==> config.mk <==
export PLATFORM = sky130hd
export DESIGN_NAME = alu_control_unit
export DESIGN_NICKNAME = d
export VERILOG_FILES = /design/src/rtl/alu_ctrl_pkg.sv /design/src/rtl/alu_instr_decoder.sv /design/src/rtl/alu_control_unit.sv
export SDC_FILE = /design/constraint.sdc
export NUM_CORES = 1
export LEC_CHECK = 0
export BUFFER_PORTS_ARGS = -buffer_cell sky130_fd_sc_hd__buf_2
export CAP_MARGIN = 5
export CORE_MARGIN = 1.5
export CORE_UTILIZATION = 55
export DETAILED_ROUTE_END_ITERATION = 8
export GPL_TIMING_DRIVEN = 0
export HOLD_SLACK_MARGIN = 0.03
export PLACE_DENSITY = 0.82
export SETUP_SLACK_MARGIN = 0.5
export SYNTH_ARGS = -nofsm -noshare
export SYNTH_HDL_FRONTEND = slang
export SYNTH_SLANG_ARGS = --single-unit
==> constraint.sdc <==
create_clock -name clk -period 4.85 [get_ports clk]
set_input_delay 0.97 -clock clk [delete_from_list [all_inputs] [get_ports clk]]
set_output_delay 0.97 -clock clk [all_outputs]
set_load 0.05 [all_outputs]
==> src/rtl/alu_ctrl_pkg.sv <==
// Shared encodings for the accumulator ALU controller: FSM states, opcode
// classes, ALU operation codes and instruction field positions.
// No logic and no timing. Used by the decoder and the control FSM.
package alu_ctrl_pkg;

    // Instruction word layout: [15:13] op, [12:10] alu_op, [9:8] radr, [7:0] imm
    localparam int INSTR_W   = 16;
    localparam int OP_MSB    = 15;
    localparam int OP_LSB    = 13;
    localparam int ALU_MSB   = 12;
    localparam int ALU_LSB   = 10;
    localparam int RADR_MSB  = 9;
    localparam int RADR_LSB  = 8;
    localparam int IMM_MSB   = 7;
    localparam int IMM_LSB   = 0;

    typedef enum logic [2:0] {
        ST_IDLE    = 3'd0,
        ST_FETCH   = 3'd1,
        ST_DECODE  = 3'd2,
        ST_MEM     = 3'd3,
        ST_EXECUTE = 3'd4,
        ST_HALTED  = 3'd5
    } state_t;

    typedef enum logic [2:0] {
        OP_NOP   = 3'b000,
        OP_ALU_R = 3'b001,
        OP_ALU_I = 3'b010,
        OP_ALU_M = 3'b011,
        OP_STR   = 3'b100,
        OP_JMP   = 3'b101,
        OP_JC    = 3'b110,
        OP_HALT  = 3'b111
    } op_t;

    // ALU operation codes passed straight through to the datapath.
    localparam logic [2:0] ALU_OP_ADD  = 3'b000;
    localparam logic [2:0] ALU_OP_SUB  = 3'b001;
    localparam logic [2:0] ALU_OP_AND  = 3'b010;
    localparam logic [2:0] ALU_OP_OR   = 3'b011;
    localparam logic [2:0] ALU_OP_XOR  = 3'b100;
    localparam logic [2:0] ALU_OP_NOT  = 3'b101;
    localparam logic [2:0] ALU_OP_SHL  = 3'b110;
    localparam logic [2:0] ALU_OP_PASS = 3'b111;

endpackage

==> src/rtl/alu_instr_decoder.sv <==
// Splits a 16-bit instruction word into its fields and class flags.
// Purely combinational (zero latency); no flow control.
// Ports: instr in; op, alu_op, radr, imm, is_alu/is_alu_r/is_alu_i/is_alu_m/is_str out.
module alu_instr_decoder
    import alu_ctrl_pkg::*;
(
    input  logic [INSTR_W-1:0] instr,
    output op_t                op,
    output logic [2:0]         alu_op,
    output logic [1:0]         radr,
    output logic [7:0]         imm,
    output logic               is_alu,
    output logic               is_alu_r,
    output logic               is_alu_i,
    output logic               is_alu_m,
    output logic               is_str
);

    always_comb begin
        op       = op_t'(instr[OP_MSB:OP_LSB]);
        alu_op   = instr[ALU_MSB:ALU_LSB];
        radr     = instr[RADR_MSB:RADR_LSB];
        imm      = instr[IMM_MSB:IMM_LSB];
        is_alu_r = (op == OP_ALU_R);
        is_alu_i = (op == OP_ALU_I);
        is_alu_m = (op == OP_ALU_M);
        is_str   = (op == OP_STR);
        is_alu   = is_alu_r | is_alu_i | is_alu_m;
    end

endmodule

==> src/rtl/alu_control_unit.sv <==
// Multi-cycle controller that fetches, decodes and sequences an accumulator ALU.
// Latency per instruction: 3 cycles ALU_R/I/STR, 4 ALU_M, 2 NOP/JMP/JC (plus fetch wait).
// Fetch stalls in FETCH with instr_req high until instr_valid; all outputs are registered.
// Ports: clk/reset; start/busy/halted control; instr_req/addr/valid/data fetch;
// dmem_re/addr data read; ALU drive (acumulator_ce, opcode, reg_file_*, data_*, direct_load) and c_out.
module alu_control_unit
    import alu_ctrl_pkg::*;
(
    input  logic        clk,
    input  logic        reset,
    input  logic        start,
    output logic        busy,
    output logic        halted,
    output logic        instr_req,
    output logic [7:0]  instr_addr,
    input  logic        instr_valid,
    input  logic [15:0] instr_data,
    output logic        dmem_re,
    output logic [7:0]  dmem_addr,
    output logic        acumulator_ce,
    output logic [2:0]  opcode,
    output logic [2:0]  reg_file_ce,
    output logic [1:0]  reg_file_adr,
    output logic        data_memory_read_enable,
    output logic [7:0]  data_direct,
    output logic        direct_load,
    input  logic        c_out
);

    state_t      state_q, state_d;
    logic [7:0]  pc_q, pc_d;
    logic        carry_q, carry_d;
    logic [15:0] instr_q, instr_d;

    logic        busy_q, busy_d;
    logic        halted_q, halted_d;
    logic        instr_req_q, instr_req_d;
    logic        dmem_re_q, dmem_re_d;
    logic [7:0]  dmem_addr_q, dmem_addr_d;
    logic        acc_ce_q, acc_ce_d;
    logic [2:0]  opcode_q, opcode_d;
    logic [2:0]  rf_ce_q, rf_ce_d;
    logic [1:0]  rf_adr_q, rf_adr_d;
    logic        dm_rd_en_q, dm_rd_en_d;
    logic [7:0]  data_direct_q, data_direct_d;
    logic        direct_load_q, direct_load_d;

    op_t         dec_op;
    logic [2:0]  dec_alu_op;
    logic [1:0]  dec_radr;
    logic [7:0]  dec_imm;
    logic        dec_is_alu, dec_is_alu_r, dec_is_alu_i, dec_is_alu_m, dec_is_str;

    // The latched instruction stays stable from DECODE through EXECUTE,
    // so decoding it directly is safe for both next-state and output logic.
    alu_instr_decoder u_dec (
        .instr    (instr_q),
        .op       (dec_op),
        .alu_op   (dec_alu_op),
        .radr     (dec_radr),
        .imm      (dec_imm),
        .is_alu   (dec_is_alu),
        .is_alu_r (dec_is_alu_r),
        .is_alu_i (dec_is_alu_i),
        .is_alu_m (dec_is_alu_m),
        .is_str   (dec_is_str)
    );

    // Next-state, PC and carry flag.
    always_comb begin
        state_d = state_q;
        pc_d    = pc_q;
        carry_d = carry_q;
        instr_d = instr_q;
        case (state_q)
            ST_IDLE: begin
                if (start) begin
                    state_d = ST_FETCH;
                    pc_d    = 8'd0;
                end
            end
            ST_FETCH: begin
                if (instr_valid) begin
                    instr_d = instr_data;
                    state_d = ST_DECODE;
                end
            end
            ST_DECODE: begin
                case (dec_op)
                    OP_ALU_M: state_d = ST_MEM;
                    OP_ALU_R, OP_ALU_I, OP_STR: state_d = ST_EXECUTE;
                    OP_NOP: begin
                        state_d = ST_FETCH;
                        pc_d    = pc_q + 8'd1;
                    end
                    OP_JMP: begin
                        state_d = ST_FETCH;
                        pc_d    = dec_imm;
                    end
                    OP_JC: begin
                        state_d = ST_FETCH;
                        pc_d    = carry_q ? dec_imm : pc_q + 8'd1;
                    end
                    default: state_d = ST_HALTED;
                endcase
            end
            ST_MEM: state_d = ST_EXECUTE;
            ST_EXECUTE: begin
                // Carry is only meaningful for ALU ops; STR leaves it alone.
                if (dec_is_alu) begin
                    carry_d = c_out;
                end
                pc_d    = pc_q + 8'd1;
                state_d = ST_FETCH;
            end
            ST_HALTED: begin
                if (start) begin
                    state_d = ST_FETCH;
                    pc_d    = 8'd0;
                    carry_d = 1'b0;
                end
            end
            default: state_d = ST_IDLE;
        endcase
    end

    // Outputs are computed from the upcoming state so that every output
    // is a flop and still lines up with the state it belongs to.
    always_comb begin
        busy_d        = (state_d != ST_IDLE) && (state_d != ST_HALTED);
        halted_d      = (state_d == ST_HALTED);
        instr_req_d   = (state_d == ST_FETCH);
        dmem_re_d     = 1'b0;
        dmem_addr_d   = 8'd0;
        acc_ce_d      = 1'b0;
        opcode_d      = 3'd0;
        rf_ce_d       = 3'b000;
        rf_adr_d      = 2'd0;
        dm_rd_en_d    = 1'b0;
        data_direct_d = 8'd0;
        direct_load_d = 1'b0;
        if (state_d == ST_MEM) begin
            dmem_re_d   = 1'b1;
            dmem_addr_d = dec_imm;
        end
        if (state_d == ST_EXECUTE) begin
            if (dec_is_alu) begin
                acc_ce_d = 1'b1;
                opcode_d = dec_alu_op;
            end
            if (dec_is_alu_r) begin
                rf_adr_d = dec_radr;
            end
            if (dec_is_alu_i) begin
                direct_load_d = 1'b1;
                data_direct_d = dec_imm;
            end
            if (dec_is_alu_m) begin
                dm_rd_en_d = 1'b1;
            end
            if (dec_is_str) begin
                rf_ce_d  = 3'b001;
                rf_adr_d = dec_radr;
            end
        end
    end

    always_ff @(posedge clk) begin
        if (reset) begin
            state_q       <= ST_IDLE;
            pc_q          <= 8'd0;
            carry_q       <= 1'b0;
            instr_q       <= 16'd0;
            busy_q        <= 1'b0;
            halted_q      <= 1'b0;
            instr_req_q   <= 1'b0;
            dmem_re_q     <= 1'b0;
            dmem_addr_q   <= 8'd0;
            acc_ce_q      <= 1'b0;
            opcode_q      <= 3'd0;
            rf_ce_q       <= 3'd0;
            rf_adr_q      <= 2'd0;
            dm_rd_en_q    <= 1'b0;
            data_direct_q <= 8'd0;
            direct_load_q <= 1'b0;
        end else begin
            state_q       <= state_d;
            pc_q          <= pc_d;
            carry_q       <= carry_d;
            instr_q       <= instr_d;
            busy_q        <= busy_d;
            halted_q      <= halted_d;
            instr_req_q   <= instr_req_d;
            dmem_re_q     <= dmem_re_d;
            dmem_addr_q   <= dmem_addr_d;
            acc_ce_q      <= acc_ce_d;
            opcode_q      <= opcode_d;
            rf_ce_q       <= rf_ce_d;
            rf_adr_q      <= rf_adr_d;
            dm_rd_en_q    <= dm_rd_en_d;
            data_direct_q <= data_direct_d;
            direct_load_q <= direct_load_d;
        end
    end

    assign busy                    = busy_q;
    assign halted                  = halted_q;
    assign instr_req               = instr_req_q;
    assign instr_addr              = pc_q;
    assign dmem_re                 = dmem_re_q;
    assign dmem_addr               = dmem_addr_q;
    assign acumulator_ce           = acc_ce_q;
    assign opcode                  = opcode_q;
    assign reg_file_ce             = rf_ce_q;
    assign reg_file_adr            = rf_adr_q;
    assign data_memory_read_enable = dm_rd_en_q;
    assign data_direct             = data_direct_q;
    assign direct_load             = direct_load_q;

endmodule

==> metrics.cfg, run 1 <==
[cells_and_area]
seqCellArea_um2=1141
final_cells=377
multi_input_area_um2=1085
fillCellCount=320
final_layout_size_suffix_gt1_frac=0.2936
syn_to_final_growth_pct=22.42
n_antenna_cell=0
fin_nets=344

[synth]
yosysTopAreaCellShare=0.4869
yosysWarnings=0
synth_common_cells=dfxtp_1 (57), nand2_1 (37), a21oi_1 (20), and3_1 (15), and2_1 (13)
async_flop_share=0
ys.flop_type=dfxtp_1
yosysTopAreaCell=dfxtp_1
synth_edf_count=0
avgSynthCellArea_um2=9.263
yosysSeqAreaShare=0.4869
postSynthCellCount=253
netlist_area_um2=2343
ys_ff_latch=57
yosysUniqueCellTypes=50
synth_area_leaders=dfxtp_1 (49%), nand2_1 (5.9%), a21oi_1 (4.3%)
synth.most_common_cell=dfxtp_1

[route]
ant_nets=0
via_per_inst=5.337
dr.pass1.iters=5
drt_iter0_markers=95
via_count=2012
routed_wl_mm=4.973
wl_per_cell_um=13.19
drc=0

[power]
pwr-share-clk=0.390
pwr-share-seq=0.491
combPwrFrac=0.119
leakage_uw=0.001319
vdd_drop_max_v=0.0002383
fin_total_pwr_uw=996.9
p_sw_uw=263.2
p_per_area_nw_per_um2=347.5
p_int_uw=733.7
swShare=0.2640

[timing]
relSlewSlack=0.4316
finalCriticalPeriod_ns=2.184
fmax_mhz=457.8
setup_viol=0
grt_setup_unrepaired=false
timing.hold.ws_ns=0.4554
setup_tns_ns=0
finalHoldViolations=0
clock_skew_ns=0.007196
setup_ws_ns=2.666
slew_viol_final=0
tightest_slew_ns=0.8461
timing.final.crit_share=0.4504

[setup_path]
crit_family=simple AND/OR/NAND/NOR gates
worstPathCellList=buf_2 -> or2_2 -> a21oi_1 -> o2bb2ai_4 -> nor4b_4 -> buf_6 -> and3_1
slowest_stage=nor4b_4
cpPeakStageDelay_ns=0.35
crit_required_ns=5.13
r2r-start=instr_q[13]$_SDFFE_PP0P_
worstReg2RegEnd=data_direct[3]$_SDFF_PP0_
arrival_ns=2.46
path_buf_inv=2
rr_worst_depth=7
end_kind=flop
r2r_slack_ns=2.85
worst-path-max-fanout=10
cp-endpoint=data_direct[3]$_SDFF_PP0_
crit_cells=7
critPathKind=in -> reg
start_kind=primary input
startpoint=start

[global_route]
grt_pass1_wl_mm=7.990
grt_max_degree=11
antenna_found_initial=0
grt_pass1_vias=1728
globalRoute.totalOverflow=0
track_usage=0.2372

[placed_design]
gp_congestion=0.8178
dp.cells=361
io_buffer_count=57
dpl.hpwl_mm=3.505
pre_cts_ws_ns=2.317

[floorplanning]
initial_core_util=0.5776
dieWidth_um=68.28
ios=60
dieArea_um2=4661
rows=23
core_area_um2=4058
die_h_um=68.28

[clock_tree]
path_clk_slew_ns=0.06
numCtsBuffers=9
cts_sinks=57
root_buffer=clkbuf_8
htree_levels=3
cts_hold_buf=0
cts_setup_buffers=0
cts_buffer_depth=2
clock_latency_ns=0.34
ctsResizeCount=0
cts_tree=built

[run_status]
status=completed

[worst_hold_path]
hold_path_class=reg -> reg

[run]
maxCapViolations=0

[logic make-up (layout without fill, tap and decap cells)]
group | Yosys count | in the layout | share of synthesized area
adders and majority gates | 1 | 1 | 0.005338
other | 1 | 2 | 0.001600
buffers and inverters | 22 | 95 | 0.05179
DFF | 57 | 57 | 0.4869
AOI/OAI and AO/OA | 46 | 46 | 0.1356
and+or+nand+nor | 117 | 117 | 0.2776
muxes | 7 | 7 | 0.03363
xor gates and xnor gates | 2 | 2 | 0.007476
[layout make-up]
cell class,instances,area share
clock buffer,13,0.05539
tap,50,0.02181
multi-input combinational,175,0.3781
inverter,5,0.006542
buffer,17,0.03576
timing repair buffer,57,0.09943
clock inverter,3,0.005233
sequential,57,0.3977
[through the flow]
| step | util | cell area [um^2] |
|---|---|---|
| final | 0.7071 | 2869 |
| after CTS | 0.7071 | 2869 |
| after detailed placement | 0.6642 | 2695 |
| after global placement | 0.6642 | 2695 |
| after global routing | 0.7071 | 2869 |
| after floorplan | - | 2347 |
[per-layer routing]
| layer | global-route usage | part of all wire | vias to the layer above |
|---|---|---|---|
| met3 | 0.07566 | 0.072 | 10 |
| met5 | 0 | 0 | - |
| met1 | 0.3188 | 0.45 | 914 |
| met4 | 0.1000 | 0.017 | 0 |
| li1 | - | - | 1017 |
| met2 | 0.3483 | 0.46 | 71 |
[sequential cells by signal (all words and copies together) (netlist names), 2 cells and up]
register and count:
data_direct 8, reg_file_adr 2, dmem_addr 8, instr_addr 8, state_q 3, opcode 3, instr_q 16
[worst register-to-register path, cell delays in order, from the launching register on]
cell and delay [ns]:
dfxtp_1 0.33, buf_6 0.13, xor2_1 0.28, nor2_1 0.09, o31ai_2 0.37, nor4b_4 0.40, buf_6 0.19, and3_1 0.16
[worst min path at each step]
stage                             start                  endpoint  slack, ns  depth (start not counted)
5_1_grt         instr_q[9]$_SDFFE_PP0P_   instr_q[9]$_SDFFE_PP0P_       0.49                          2
3_5_place_dp    instr_q[8]$_SDFFE_PP0P_   instr_q[8]$_SDFFE_PP0P_       0.44                          2
2_1_floorplan  instr_q[12]$_SDFFE_PP0P_  instr_q[12]$_SDFFE_PP0P_       0.43                          2
3_3_place_gp    instr_q[8]$_SDFFE_PP0P_   instr_q[8]$_SDFFE_PP0P_       0.44                          2
6_report        instr_q[8]$_SDFFE_PP0P_   instr_q[8]$_SDFFE_PP0P_       0.46                          2
4_1_cts         instr_q[8]$_SDFFE_PP0P_   instr_q[8]$_SDFFE_PP0P_       0.46                          2
[power groups by stage]
stage          Sequential (uW)  Clock [uW]  Combinational [uW]
6_report                   489         389                 119
5_1_grt                    491         415                 132
4_1_cts                    489         393                 119
3_5_place_dp               500           0                 118
3_3_place_gp               499           0                 116
2_1_floorplan              514           0                72.1
[placed cells by master, fill, tap and decap left out, types with 3 or more instances in the layout]
cell type | Yosys | final
mux2i_1 | 3 | 3
clkbuf_8 | 0 | 11
nand3_1 | 10 | 10
a31oi_1 | 5 | 5
inv_1 | 5 | 5
and3b_1 | 3 | 3
buf_4 | 3 | 3
nor2_1 | 9 | 9
nor2b_1 | 6 | 6
a211oi_1 | 3 | 3
a221oi_1 | 3 | 3
mux2_2 | 3 | 3
a21oi_1 | 20 | 20
dfxtp_1 | 57 | 57
nor3b_1 | 3 | 3
and3_1 | 15 | 15
nand2b_1 | 3 | 3
and3_2 | 4 | 4
and2_1 | 13 | 13
clkbuf_1 | 7 | 9
buf_2 | 4 | 61
clkinv_2 | 0 | 3
buf_6 | 3 | 3
nand2_1 | 37 | 37
(Power assumes the default switching activity.)
==> run 2: changes to the inputs <==
--- a/config.mk
+++ b/config.mk
@@ -5,14 +5,15 @@
 export SDC_FILE = /design/constraint.sdc
 export NUM_CORES = 1
 export LEC_CHECK = 0
+export ABC_AREA = 1
 export BUFFER_PORTS_ARGS = -buffer_cell sky130_fd_sc_hd__buf_2
 export CAP_MARGIN = 5
 export CORE_MARGIN = 1.5
-export CORE_UTILIZATION = 55
+export CORE_UTILIZATION = 52
 export DETAILED_ROUTE_END_ITERATION = 8
 export GPL_TIMING_DRIVEN = 0
 export HOLD_SLACK_MARGIN = 0.03
-export PLACE_DENSITY = 0.82
+export PLACE_DENSITY = 0.79
 export SETUP_SLACK_MARGIN = 0.5
 export SYNTH_ARGS = -nofsm -noshare
 export SYNTH_HDL_FRONTEND = slang
==> constraint.sdc (replaced) <==
create_clock -name clk -period 2.2 [get_ports clk]
set_input_delay 0.44 -clock clk [delete_from_list [all_inputs] [get_ports clk]]
set_output_delay 0.44 -clock clk [all_outputs]
set_load 0.05 [all_outputs]
==> run 2 against run 1 <==
Combinational power grew to 4.5 times the previous value. Clock-buffer cell count shrank 2. Sequential power grew 140%. Synthesized cell count grew 25%. Sequential share of layout area shrank 0.74 points. Utilization grew 0.81 points. Setup slack lost 2.1 ns.
==> metrics.cfg, run 2 <==
[setup_path]
end_kind=flop
path_buf_inv=3  ; +1
worstReg2RegEnd=instr_q[14]$_SDFFE_PP0P_
r2r-start=state_q[2]$_SDFF_PP0_
slowest_stage=dfxtp_2
start_kind=flop
crit_required_ns=2.40  ; -2.73 ns
cp_common_cell=inv_1
rr_worst_depth=7  ; unchanged
critPathKind=reg -> reg
arrival_ns=1.82  ; -0.64 ns
r2r_slack_ns=0.58  ; -2.27 ns
cpPeakStageDelay_ns=0.36  ; about the same
worstPathCellList=inv_1 -> nand2_1 -> nor3_2 -> inv_1 -> clkbuf_1 -> o21ai_0 -> a21oi_1
crit_family=buffers and inverters
worst-path-max-fanout=10  ; unchanged

[timing]
setup_ws_ns=0.5834  ; -2.082 ns
timing.final.crit_share=0.7348
fmax_mhz=618.6
grt_setup_unrepaired=true
finalHoldViolations=0  ; unchanged
finalCriticalPeriod_ns=1.617
slew_viol_final=0  ; unchanged
setup_tns_ns=0  ; unchanged
setup_viol=0  ; unchanged
clock_skew_ns=0.005367  ; -0.001829 ns

[cells_and_area]
final_cell_mix=nand2_1 (59), buf_2 (57), nor2_1 (56), dfxtp_1 (53), inv_1 (37)
fillCellCount=341  ; +6.6%
mostFrequentLayoutCell=nand2_1
fin_nets=413  ; +20%
regMostFlops=instr_q
stdcell_area_um2=2943  ; +2.6%
n_antenna_cell=0  ; unchanged
seqCellArea_um2=1149  ; +0.66%
final_layout_size_suffix_gt1_frac=0.2753  ; -0.01833
final_cells=446  ; +18%
largest_reg_flops=16  ; unchanged
syn_to_final_growth_pct=28.17
multi_input_area_um2=1036  ; -4.5%

[run_status]
status=completed

[worst_hold_path]
min_to=instr_q[8]$_SDFFE_PP0P_
hold_path_class=in -> reg
hp-start=instr_data[8]
whs_path_depth=3  ; +1

[clock_tree]
path_clk_slew_ns=0.06  ; about the same
htree_levels=3  ; unchanged
cts_hold_buf=0  ; unchanged
cts_tree=built
cts_buffer_depth=2  ; unchanged
cts_sinks=57  ; unchanged
numCtsBuffers=9  ; unchanged
clock_latency_ns=0.33  ; about the same
root_buffer=clkbuf_8

[synth]
synthAdderAreaFrac=0.005450  ; +0.0001106
synth_common_cells=nor2_1 (64), nand2_1 (61), dfxtp_1 (57), inv_1 (39), a21oi_1 (25)
ys_ff_latch=57  ; unchanged
yosysTopAreaCell=dfxtp_1
synth_compound_area_frac=0.1215  ; -0.01409
yosysSeqAreaShare=0.4970  ; +0.01008
yosysWarnings=0  ; unchanged
netlist_area_um2=2296  ; -2.0%
synth_area_leaders=dfxtp_1 (50%), nor2_1 (10%), nand2_1 (10%)
synth_top_family_by_area=simple AND/OR/NAND/NOR gates
async_flop_share=0  ; unchanged
synth.most_common_cell=nor2_1
yosysTopAreaCellShare=0.4970  ; +0.01008
synth-simple-area-share=0.2812  ; +0.003569
avgSynthCellArea_um2=7.243  ; -22%
synth_edf_count=0  ; unchanged
yosysUniqueCellTypes=25  ; -50%
ys.flop_type=dfxtp_1
synthXorXnorAreaFrac=0.007629  ; +0.0001548
postSynthCellCount=317  ; +25%
muxShareOfSynthArea=0  ; -0.03364

[placed_design]
dp.cells=425  ; +18%
io_buffer_count=57  ; unchanged
placed_area_um2=2648  ; -1.8%
pre_cts_ws_ns=0.4886  ; -1.829 ns
gp_congestion=0.8704  ; +6.4%
dpl.hpwl_mm=3.717  ; +6.0%

[floorplanning]
dieWidth_um=69.45  ; +1.7%
dieArea_um2=4823  ; +3.5%
core_area_um2=4115  ; +1.4%
ios=60  ; unchanged
initial_core_util=0.5579  ; -0.01963
die_h_um=69.45  ; +1.7%
rows=23  ; unchanged

[route]
drt_iter0_markers=162  ; +71%
ant_nets=0  ; unchanged
via_per_inst=4.980  ; -6.7%
routed_wl_mm=5.530  ; +11%
dr.pass1.iters=5  ; unchanged
drc=0  ; unchanged
wl_per_cell_um=12.40  ; -6.0%
via_count=2221  ; +10%

[power]
leakage_uw=0.001396  ; +5.8%
vdd_drop_max_v=0.0005925  ; +150%
p_per_area_nw_per_um2=869.6  ; +150%
fin_total_pwr_uw=2559  ; +160%

[run]
maxCapViolations=0  ; unchanged

[global_route]
globalRoute.totalOverflow=0  ; unchanged
antenna_found_initial=0  ; unchanged
grt_pass1_wl_mm=8.942  ; +12%
grt_pass1_vias=2059  ; +19%
track_usage=0.2286  ; -0.008644
grt_max_degree=11  ; unchanged

[run 2: per-stage QoR]
stage          hold WS, ns    util
2_1_floorplan       0.4160       -
3_3_place_gp        0.4280  0.6434
3_5_place_dp        0.4299  0.6434
4_1_cts             0.3262  0.6887
5_1_grt             0.3385  0.7151
6_report            0.3340  0.7151
[run 2: worst max path at each step]
stage,startpoint,end,slack (ns),cells past startpoint
detailed placement,instr_valid,instr_q[3]$_SDFFE_PP0P_,0.49,7
global route,instr_q[14]$_SDFFE_PP0P_,data_direct[6]$_SDFF_PP0_,0.47,9
finish,state_q[2]$_SDFF_PP0_,instr_q[14]$_SDFFE_PP0P_,0.58,7
floorplan,instr_addr[0]$_SDFFE_PP0P_,instr_addr[6]$_SDFFE_PP0P_,0.61,9
CTS,state_q[1]$_SDFF_PP0_,opcode[0]$_SDFF_PP0_,0.49,8
global placement,instr_valid,instr_q[12]$_SDFFE_PP0P_,0.49,7
[run 2: area by class of cell]
cell class / instances / area share
clock buffers: 11 / 0.05145
clock inverters: 5 / 0.01020
multi-input cells: 213 / 0.3520
flip-flops and latches: 57 / 0.3903
repair buffers: 61 / 0.1071
plain buffers: 9 / 0.01658
well taps: 50 / 0.02126
inverters: 40 / 0.05102
[run 2: logic make-up after synthesis]
| family | count (synthesis) |
|---|---|
| AO/OA/AOI/OAI | 53 |
| XOR/XNOR | 2 |
| adder cells (fa/ha/maj) | 1 |
| buffers and inverters | 49 |
| flip-flops | 57 |
| other | 1 |
| AND/OR/NAND/NOR | 154 |
[run 2: per-layer routing]
| metal | global-route usage | vias to the layer above | wire (um) |
|---|---|---|---|
| li1 | - | 1148 | - |
| met1 | 0.2910 | 990 | 2506 |
| met2 | 0.3675 | 72 | 2643 |
| met3 | 0.04360 | 11 | 289 |
| met4 | 0.1198 | 0 | 91 |
| met5 | 0 | - | 0 |
[run 2: report_power, final]
part | switching (uW) | internal, uW
clock | 406 | 463
sequential | 56.3 | 1100
combinational | 379 | 157
total | 841 | 1720
[run 2: what timing repair did]
item | CTS | global route
buffers inserted | 0 | 4
gates cloned | 0 | 1
endpoints found under the setup margin | 2 | 45
pin swaps | 0 | 7
resized for setup | 1 | 27
[run 2: worst reg2reg max path: stages (launching register included)]
cell and delay (ns):
dfxtp_2 0.36, inv_1 0.09, nand2_1 0.11, nor3_2 0.25
inv_1 0.11, clkbuf_1 0.22, o21ai_0 0.26, a21oi_1 0.08
